### src/rtl/fetch_unit.sv
// Instruction fetch front end: issues word-aligned reads to the instruction store,
// queues the returned words and hands them to decode over a valid/ready handshake.
module fetch_unit #(
    parameter logic [15:0] RESET_PC  = 16'h0000,
    parameter int          MEM_BYTES = 72,
    parameter int          DEPTH     = 2
) (
    input  logic        clk,
    input  logic        rst,
    output logic [15:0] mem_addr,
    input  logic [31:0] mem_instr,
    output logic        instr_valid,
    output logic [31:0] instr_out,
    output logic [15:0] instr_pc,
    input  logic        instr_ready,
    input  logic        redirect_valid,
    input  logic [15:0] redirect_pc,
    output logic        halted
);

    localparam int          PW      = (DEPTH > 1) ? $clog2(DEPTH) : 1;
    localparam int          CW      = $clog2(DEPTH + 1);
    localparam logic [15:0] LAST_PC = 16'(MEM_BYTES - 4);
    localparam logic [CW:0] DEPTH_C = (CW + 1)'(DEPTH);
    localparam logic [PW-1:0] LAST_IDX = PW'(DEPTH - 1);

    logic [15:0]   r_fetch_pc;
    logic          r_pending;
    logic [15:0]   r_pending_pc;
    logic [31:0]   r_q_instr [DEPTH];
    logic [15:0]   r_q_pc    [DEPTH];
    logic [PW-1:0] r_head;
    logic [PW-1:0] r_tail;
    logic [CW-1:0] r_count;

    logic          w_in_range;
    logic          w_pop;
    logic          w_push;
    logic          w_issue;
    logic [CW:0]   w_credit;
    logic          w_unused_redirect_lsbs;

    function automatic logic [PW-1:0] next_ptr(input logic [PW-1:0] p);
        return (p == LAST_IDX) ? '0 : p + 1'b1;
    endfunction

    assign w_in_range = (r_fetch_pc <= LAST_PC);
    assign w_pop      = instr_valid & instr_ready & ~redirect_valid;
    assign w_push     = r_pending & ~redirect_valid;
    // Credit counts the in-flight word so a response always finds a free slot.
    assign w_credit   = {1'b0, r_count} + (CW + 1)'(r_pending) - (CW + 1)'(w_pop);
    assign w_issue    = ~redirect_valid & w_in_range & (w_credit < DEPTH_C);

    assign w_unused_redirect_lsbs = &{1'b1, redirect_pc[1:0]};

    assign mem_addr    = r_fetch_pc;
    assign instr_valid = (r_count != '0);
    assign instr_out   = instr_valid ? r_q_instr[r_head] : '0;
    assign instr_pc    = instr_valid ? r_q_pc[r_head]    : '0;
    assign halted      = ~w_in_range & (r_count == '0) & ~r_pending;

    // NOTE: sequential state uses non-blocking assignments so every register
    // samples pre-edge values regardless of statement order.
    always_ff @(posedge clk or posedge rst) begin
        if (rst) begin
            r_fetch_pc   <= RESET_PC;
            r_pending    <= 1'b0;
            r_pending_pc <= '0;
            r_head       <= '0;
            r_tail       <= '0;
            r_count      <= '0;
        end else if (redirect_valid) begin
            r_fetch_pc   <= {redirect_pc[15:2], 2'b00};
            r_pending    <= 1'b0;
            r_head       <= '0;
            r_tail       <= '0;
            r_count      <= '0;
        end else begin
            r_pending <= w_issue;
            if (w_issue) begin
                r_fetch_pc   <= r_fetch_pc + 16'd4;
                r_pending_pc <= r_fetch_pc;
            end
            if (w_push) r_tail <= next_ptr(r_tail);
            if (w_pop)  r_head <= next_ptr(r_head);
            case ({w_push, w_pop})
                2'b10:   r_count <= r_count + 1'b1;
                2'b01:   r_count <= r_count - 1'b1;
                default: r_count <= r_count;
            endcase
        end
    end

    // NOTE: queue storage is not reset; the outputs are masked by instr_valid,
    // so stale contents are never observable.
    always_ff @(posedge clk) begin
        if (w_push) begin
            r_q_instr[r_tail] <= mem_instr;
            r_q_pc[r_tail]    <= r_pending_pc;
        end
    end

endmodule
### config.mk
export PLATFORM = sky130hd
export DESIGN_NAME = fetch_unit
export DESIGN_NICKNAME = d
export VERILOG_FILES = /design/src/rtl/fetch_unit.sv
export SDC_FILE = /design/constraint.sdc
export NUM_CORES = 1
export LEC_CHECK = 0
export BUFFER_PORTS_ARGS = -buffer_cell sky130_fd_sc_hd__buf_2
export CAP_MARGIN = 15
export CORE_MARGIN = 5
export CORE_UTILIZATION = 57
export DETAILED_ROUTE_END_ITERATION = 8
export PLACE_DENSITY = 0.84
export SLEW_MARGIN = 40
export SYNTH_ARGS = -nofsm -noshare
export SYNTH_HDL_FRONTEND = slang
export SYNTH_SLANG_ARGS = --single-unit
### constraint.sdc
create_clock -name clk -period 13.3 [get_ports clk]
set_input_delay 1.33 -clock clk [delete_from_list [all_inputs] [get_ports clk]]
set_output_delay 1.33 -clock clk [all_outputs]
set_load 0.005 [all_outputs]
==> flow_metrics.env, run 1 <==
export IMPL_largest_net_degree_at_the_start_of_global_routing=47
export IMPL_synth_xor_area_frac=0.0107
export IMPL_cts_root_buffer_cell="clkbuf_8"
export IMPL_critical_path_slowest_cell="or4_1"
export IMPL_fin_crit_sh=0.305
export IMPL_grt_overflow_total=0
export IMPL_critical_path_n_buffers_inverters=1
export IMPL_detail_route_drc_violations=0
export IMPL_setup_violations=0
export IMPL_number_of_cell_rows=34
export IMPL_muxShareOfSynthArea=0.114
export IMPL_netlist_area_mm2=0.00493
export IMPL_critPathRequiredTime_ps=13740
export IMPL_h_tree_depth=4
export IMPL_numPlacedInstances=537
export IMPL_synth_seq_area_share=0.728
export IMPL_place_detailed_hpwl_um=5970
export IMPL_via_count_of_the_first_global_routing_pass=3100
export IMPL_antenna_found_initial=0
export IMPL_biggest_fanout_along_the_worst_timing_path=29
export IMPL_synth_top_family_by_area="multiplexers"
export IMPL_power_per_cell_area_mw_per_mm2=146
export IMPL_cts_sinks=125
export IMPL_final_antenna_net_count=0
export IMPL_synth_cells=332
export IMPL_critical_path_arrival_ps=4490
export IMPL_fin_setup_tns_ps=0
export IMPL_areaGrowthSynthToFinish_pct=25.2
export IMPL_leakage_nw=2.50
export IMPL_clk_pin_slew_worst_paths_ps=50
export IMPL_worst_setup_path_type="input port to register"
export IMPL_nets=505
export IMPL_coreArea_mm2=0.00855
export IMPL_worst_pin_slew_ps=733
export IMPL_hp_class="register to register"
export IMPL_synth_ff_latch_count=125
export IMPL_wl_met1_um=3850
export IMPL_dr_wl_met2_um=4780
export IMPL_postSynth_topFlopCell="edfxtp_1"
export IMPL_global_route_usage_total=0.187
export IMPL_post_drt_via_cell_ratio=5.22
export IMPL_end_kind="register"
export IMPL_drtPass1Iterations=4
export IMPL_drive_gt1_frac=0.348
export IMPL_rsz0062_at_grt="false"
export IMPL_die_area_mm2=0.0106
export IMPL_route_top_layer_used="met4"
export IMPL_outcome="completed"
export IMPL_postCtsResizedCells=0
export IMPL_number_of_non_filler_instances_in_the_completed_layout=568
export IMPL_port_buffer_count=111
export IMPL_dr_first_iter_drc_count=122
export IMPL_antenna_cells=0
export IMPL_synth_warning_count=0
export IMPL_post_cts_repair_setup_buffers=0
export IMPL_chipHeight_um=103
export IMPL_cts_inserted_buffers=17
export IMPL_crit_path_cell_trace="buf_2, nor2_1, ha_1, nand2b_1, fa_1, xnor2_1, nand4_1, or4_1, or4_1, nand3_1"
export IMPL_yosysUniqueCellTypes=35
export IMPL_async_reset_ff_frac=0.264
export IMPL_filler_cell_count=567
export IMPL_avgRoutedWirePerCell_um=16.6
export IMPL_syn_area_per_cell_um2=14.8
export IMPL_setup_worst_path_start_class="input port"
export IMPL_worst_slew_margin_rel=0.511
export IMPL_layout_cells_most_common_list="111 x buf_2, 92 x edfxtp_1, 53 x nor2_1"
export IMPL_report_final_slew_viol_count=0
export IMPL_insertion_delay_ps=510
export IMPL_period_needed_ps=4050
export IMPL_max_freq_mhz=247
export IMPL_tritoncts="done"
export IMPL_initial_utilization=0.576
export IMPL_timing_critical_path_mode_cell="or4_1"
export IMPL_cts_buffer_depth=2
export IMPL_critical_path_max_stage_delay_ps=740
export IMPL_synth_simple_area_share=0.0894
export IMPL_final_hold_viol_count=0
export IMPL_peakVddDrop_mv=0.105
export IMPL_die_w_um=103
export IMPL_vias=2966
export IMPL_synth_area_in_compound_gates=0.0170
export IMPL_wl_met3_um=701
export IMPL_count_of_hold_fix_buffers_inserted_at_cts=0
export IMPL_finClkSkew_ps=8.12
export IMPL_synth_adder_area_share=0.0142
export IMPL_final_common_cell="buf_2"
export IMPL_wl_um=9450
export IMPL_synth_enable_flop_cells=92
export IMPL_top_level_ports=118
export IMPL_critPathTopFamily="simple AND/OR/NAND/NOR gates"
export IMPL_place_congestion=0.768
export IMPL_grt_first_pass_wirelength_um=14800
export IMPL_max_cap_violations=0
[Yosys cell counts, types with 2 or more instances]
master	count	area, µm²
a21oi_1	2	10.0
and2_1	9	56.3
buf_1	8	30.0
buf_4	4	30.0
clkbuf_1	7	26.3
clkbuf_2	2	10.0
dfrtp_1	33	826
edfxtp_1	92	2760
ha_1	4	50.1
inv_1	8	30.0
mux2_2	9	101
mux2i_1	46	460
nand2_1	17	63.8
nand3_1	3	15.0
nor2_1	54	203
nor3_1	3	15.0
nor4_1	3	18.8
o21ai_0	6	30.0
or4_1	2	15.0
xnor2_1	5	43.8
[layer usage]
| metal | track usage | vias to the layer above |
|---|---|---|
| met5 | 0 | - |
| met1 | 0.226 | 1444 |
| met2 | 0.320 | 98 |
| met3 | 0.0568 | 11 |
| li1 | - | 1413 |
| met4 | 0.0627 | 0 |
[flip-flops by register name (all words and copies together), names as in the netlist]
signal and flops:
mem_addr 14, r_q_pc 28, r_pending 1, r_count 2, r_tail 1, r_pending_pc 14, r_head 1, r_q_instr 64
[cell type report]
class,instances,area [µm²],share of cell area
flip-flops and latches,125,3590,0.582
clock buffers,17,414,0.0671
repair buffers,115,593,0.0961
multi-input cells,181,1240,0.201
inverters,8,30.0,0.00487
well taps,108,135,0.0219
clock inverters,14,169,0.0274
[power by group]
group / total (mW) / switching, mW / internal, mW / leakage (nW)
registers: 0.428 / 0.00480 / 0.423 / 1.31
logic: 0.0275 / 0.0139 / 0.0136 / 0.910
clock network: 0.447 / 0.162 / 0.284 / 0.284
total: 0.902 / 0.181 / 0.721 / 2.50
[worst paths after layout]
path / startpoint / end / slack, ps / cells after the start
setup reg to reg: r_count[1] / mem_addr[5] / 9280 / 12
setup / recovery: redirect_valid / mem_addr[5] / 9250 / 10
hold reg to reg: r_pending_pc[13] / r_q_pc[1][13] / 460 / 0
hold / removal: r_pending_pc[13] / r_q_pc[1][13] / 460 / 0
min in group asynchronous: rst / mem_addr[9] / 910 / 3
max in group asynchronous: rst / r_head / 12060 / 3
[through the flow]
| step | cell area (µm²) | setup slack (ps) | total power [mW] | hold WS [ps] | utilization |
|---|---|---|---|---|---|
| global route | 6170 | 8940 | 0.932 | 480 | 0.722 |
| floorplan | 4940 | 7600 | 0.448 | 434 | - |
| CTS | 6170 | 9210 | 0.911 | 467 | 0.722 |
| global placement | 5570 | 8870 | 0.461 | 445 | 0.651 |
| finish | 6170 | 9250 | 0.902 | 462 | 0.722 |
| detailed placement | 5590 | 8780 | 0.463 | 451 | 0.653 |
[logic make-up after synthesis]
kind of cell / after synthesis
xor gates and xnor gates: 6
adders and majority gates: 5
muxes: 55
buffers and inverters: 29
other: 1
DFF: 125
AOI/OAI and AO/OA: 13
and+or+nand+nor: 98
Power figures use the tool's default switching activity.
==> inputs of run 2 (changes only) <==
Settings changed: CORE_UTILIZATION 57 to 48, PLACE_DENSITY 0.84 to 0.76.
Clock period 13.3 ns to 3.7 ns, I/O delays scaled along.
==> flow_metrics.env, run 2 (synthesized netlist as in run 1, its figures left out) <==
export IMPL_critPathTopFamily="simple AND/OR/NAND/NOR gates"
export IMPL_cts_inserted_buffers=17
export IMPL_peakVddDrop_mv=0.275
export IMPL_coreArea_mm2=0.0102
export IMPL_worst_setup_path_type="register to register"
export IMPL_worst_pin_slew_ps=743
export IMPL_number_of_cell_rows=37
export IMPL_drive_gt1_frac=0.343
export IMPL_critPathRequiredTime_ps=4140
export IMPL_tritoncts="done"
export IMPL_hp_class="input port to register"
export IMPL_clk_pin_slew_worst_paths_ps=60
export IMPL_top_level_ports=118
export IMPL_antenna_cells=0
export IMPL_count_of_hold_fix_buffers_inserted_at_cts=1
export IMPL_hold_slack_ps=51.8
export IMPL_regMostFlops="r_q_instr"
export IMPL_largest_net_degree_at_the_start_of_global_routing=47
export IMPL_die_w_um=111
export IMPL_worstSetupPathDepth=12
export IMPL_layout_cells_most_common_list="111 x buf_2, 92 x edfxtp_1, 53 x nor2_1"
export IMPL_port_buffer_count=111
export IMPL_nets=511
export IMPL_place_detailed_hpwl_um=5830
export IMPL_max_cap_violations=0
export IMPL_numPlacedInstances=570
export IMPL_initial_utilization=0.484
export IMPL_critical_path_n_buffers_inverters=1
export IMPL_worst_slew_margin_rel=0.505
export IMPL_leakage_nw=2.52
export IMPL_outcome="completed"
export IMPL_critical_path_arrival_ps=3580
export IMPL_cts_root_buffer_cell="clkbuf_8"
export IMPL_post_cts_repair_setup_buffers=0
export IMPL_critical_path_max_stage_delay_ps=510
export IMPL_chipHeight_um=111
export IMPL_finClkSkew_ps=6.47
export IMPL_power_per_cell_area_mw_per_mm2=510
export IMPL_finalPower_mw=3.17
export IMPL_period_needed_ps=3140
export IMPL_biggest_fanout_along_the_worst_timing_path=7
export IMPL_areaGrowthSynthToFinish_pct=26.4
export IMPL_antenna_found_initial=0
export IMPL_place_congestion=0.754
export IMPL_global_route_usage_total=0.151
export IMPL_rsz0062_at_grt="false"
export IMPL_fin_crit_sh=0.849
export IMPL_final_hold_viol_count=0
export IMPL_insertion_delay_ps=500
export IMPL_critical_path_slowest_cell="or4_1"
export IMPL_grt_overflow_total=0
export IMPL_avgRoutedWirePerCell_um=14.9
export IMPL_timing_critical_path_mode_cell="or4_1"
export IMPL_cts_sinks=125
export IMPL_report_final_slew_viol_count=0
export IMPL_wl_um=8920
export IMPL_setup_worst_path_start_class="register"
export IMPL_number_of_non_filler_instances_in_the_completed_layout=600
export IMPL_via_count_of_the_first_global_routing_pass=3167
export IMPL_layout_top_registers="r_q_instr (64), r_q_pc (28)"
export IMPL_setup_violations=0
export IMPL_number_of_cell_instances_on_the_worst_register_to_register_path=12
export IMPL_final_util=0.611
export IMPL_die_area_mm2=0.0124
export IMPL_fin_setup_tns_ps=0
export IMPL_grt_first_pass_wirelength_um=14700
export IMPL_cts_buffer_depth=2
export IMPL_h_tree_depth=4
export IMPL_largest_register_ff_count=64
export IMPL_end_kind="register"
export IMPL_final_common_cell="buf_2"
export IMPL_holdPathStages=1
export IMPL_dr_first_iter_drc_count=155
export IMPL_detail_route_drc_violations=0
export IMPL_final_antenna_net_count=0
export IMPL_max_freq_mhz=318
export IMPL_crit_path_cell_trace="nor2_4, inv_1, nand2_1, nor2_1, ha_1, nand2b_1, fa_1, xnor2_1, nand4_1, or4_1, or4_1, nand3_1"
export IMPL_post_drt_via_cell_ratio=4.95
export IMPL_postCtsResizedCells=0
export IMPL_vias=2970
export IMPL_drtPass1Iterations=5
==> run 2: changes by cell type in the layout (fill, tap and decap cells not counted), moves of 2 or more <==
cell      before  now
buf_4          3    8
clkbuf_1       0    2
clkinv_1       0    2
clkinv_4       3    0
inv_6          2    0
==> run 2: path summary, 6_finish.rpt <==
kind,from,to,slack (ps)
max in group asynchronous,rst,r_head,2880
min in group asynchronous,rst,mem_addr[15],490
max reg2reg,r_count[1],mem_addr[5],560
min reg2reg,r_pending_pc[7],r_q_pc[0][7],460
max,r_count[1],mem_addr[5],560
min,mem_instr[25],r_q_instr[1][25],50
==> run 2: worst reg2reg max path, delay by kind of cell (launching register included) <==
family | cells | cell delay (ps)
buf+inv | 1 | 70
flops | 1 | 480
simple gates | 8 | 1710
xor+xnor | 1 | 150
fa+ha+maj | 2 | 640
==> run 2: area by class of cell <==
class / instances / area, µm²
well taps: 136 / 170
clock buffers: 19 / 422
fillers: 816 / 3960
flip-flops and latches: 125 / 3590
inverters: 8 / 30.0
clock inverters: 10 / 125
multi-input cells: 181 / 1240
repair buffers: 121 / 646
==> run 2: per-stage QoR <==
stage,setup WS (ps),area (µm²)
final,557,6230
after global routing,378,6230
after CTS,546,6230
after detailed placement,663,5670
after global placement,705,5670
after floorplan,420,4940
==> run 2: power by group <==
part           switching [mW]  leakage, nW  internal [mW]
Sequential             0.0174         1.31           1.52
Clock                   0.532        0.268           1.00
Combinational          0.0500        0.941         0.0504
==> run 2: per-layer routing <==
metal / global-route usage / share of wire
met2: 0.262 / 0.52
met1: 0.170 / 0.40
met5: 0 / 0
met4: 0.0560 / 0.012
met3: 0.0557 / 0.065
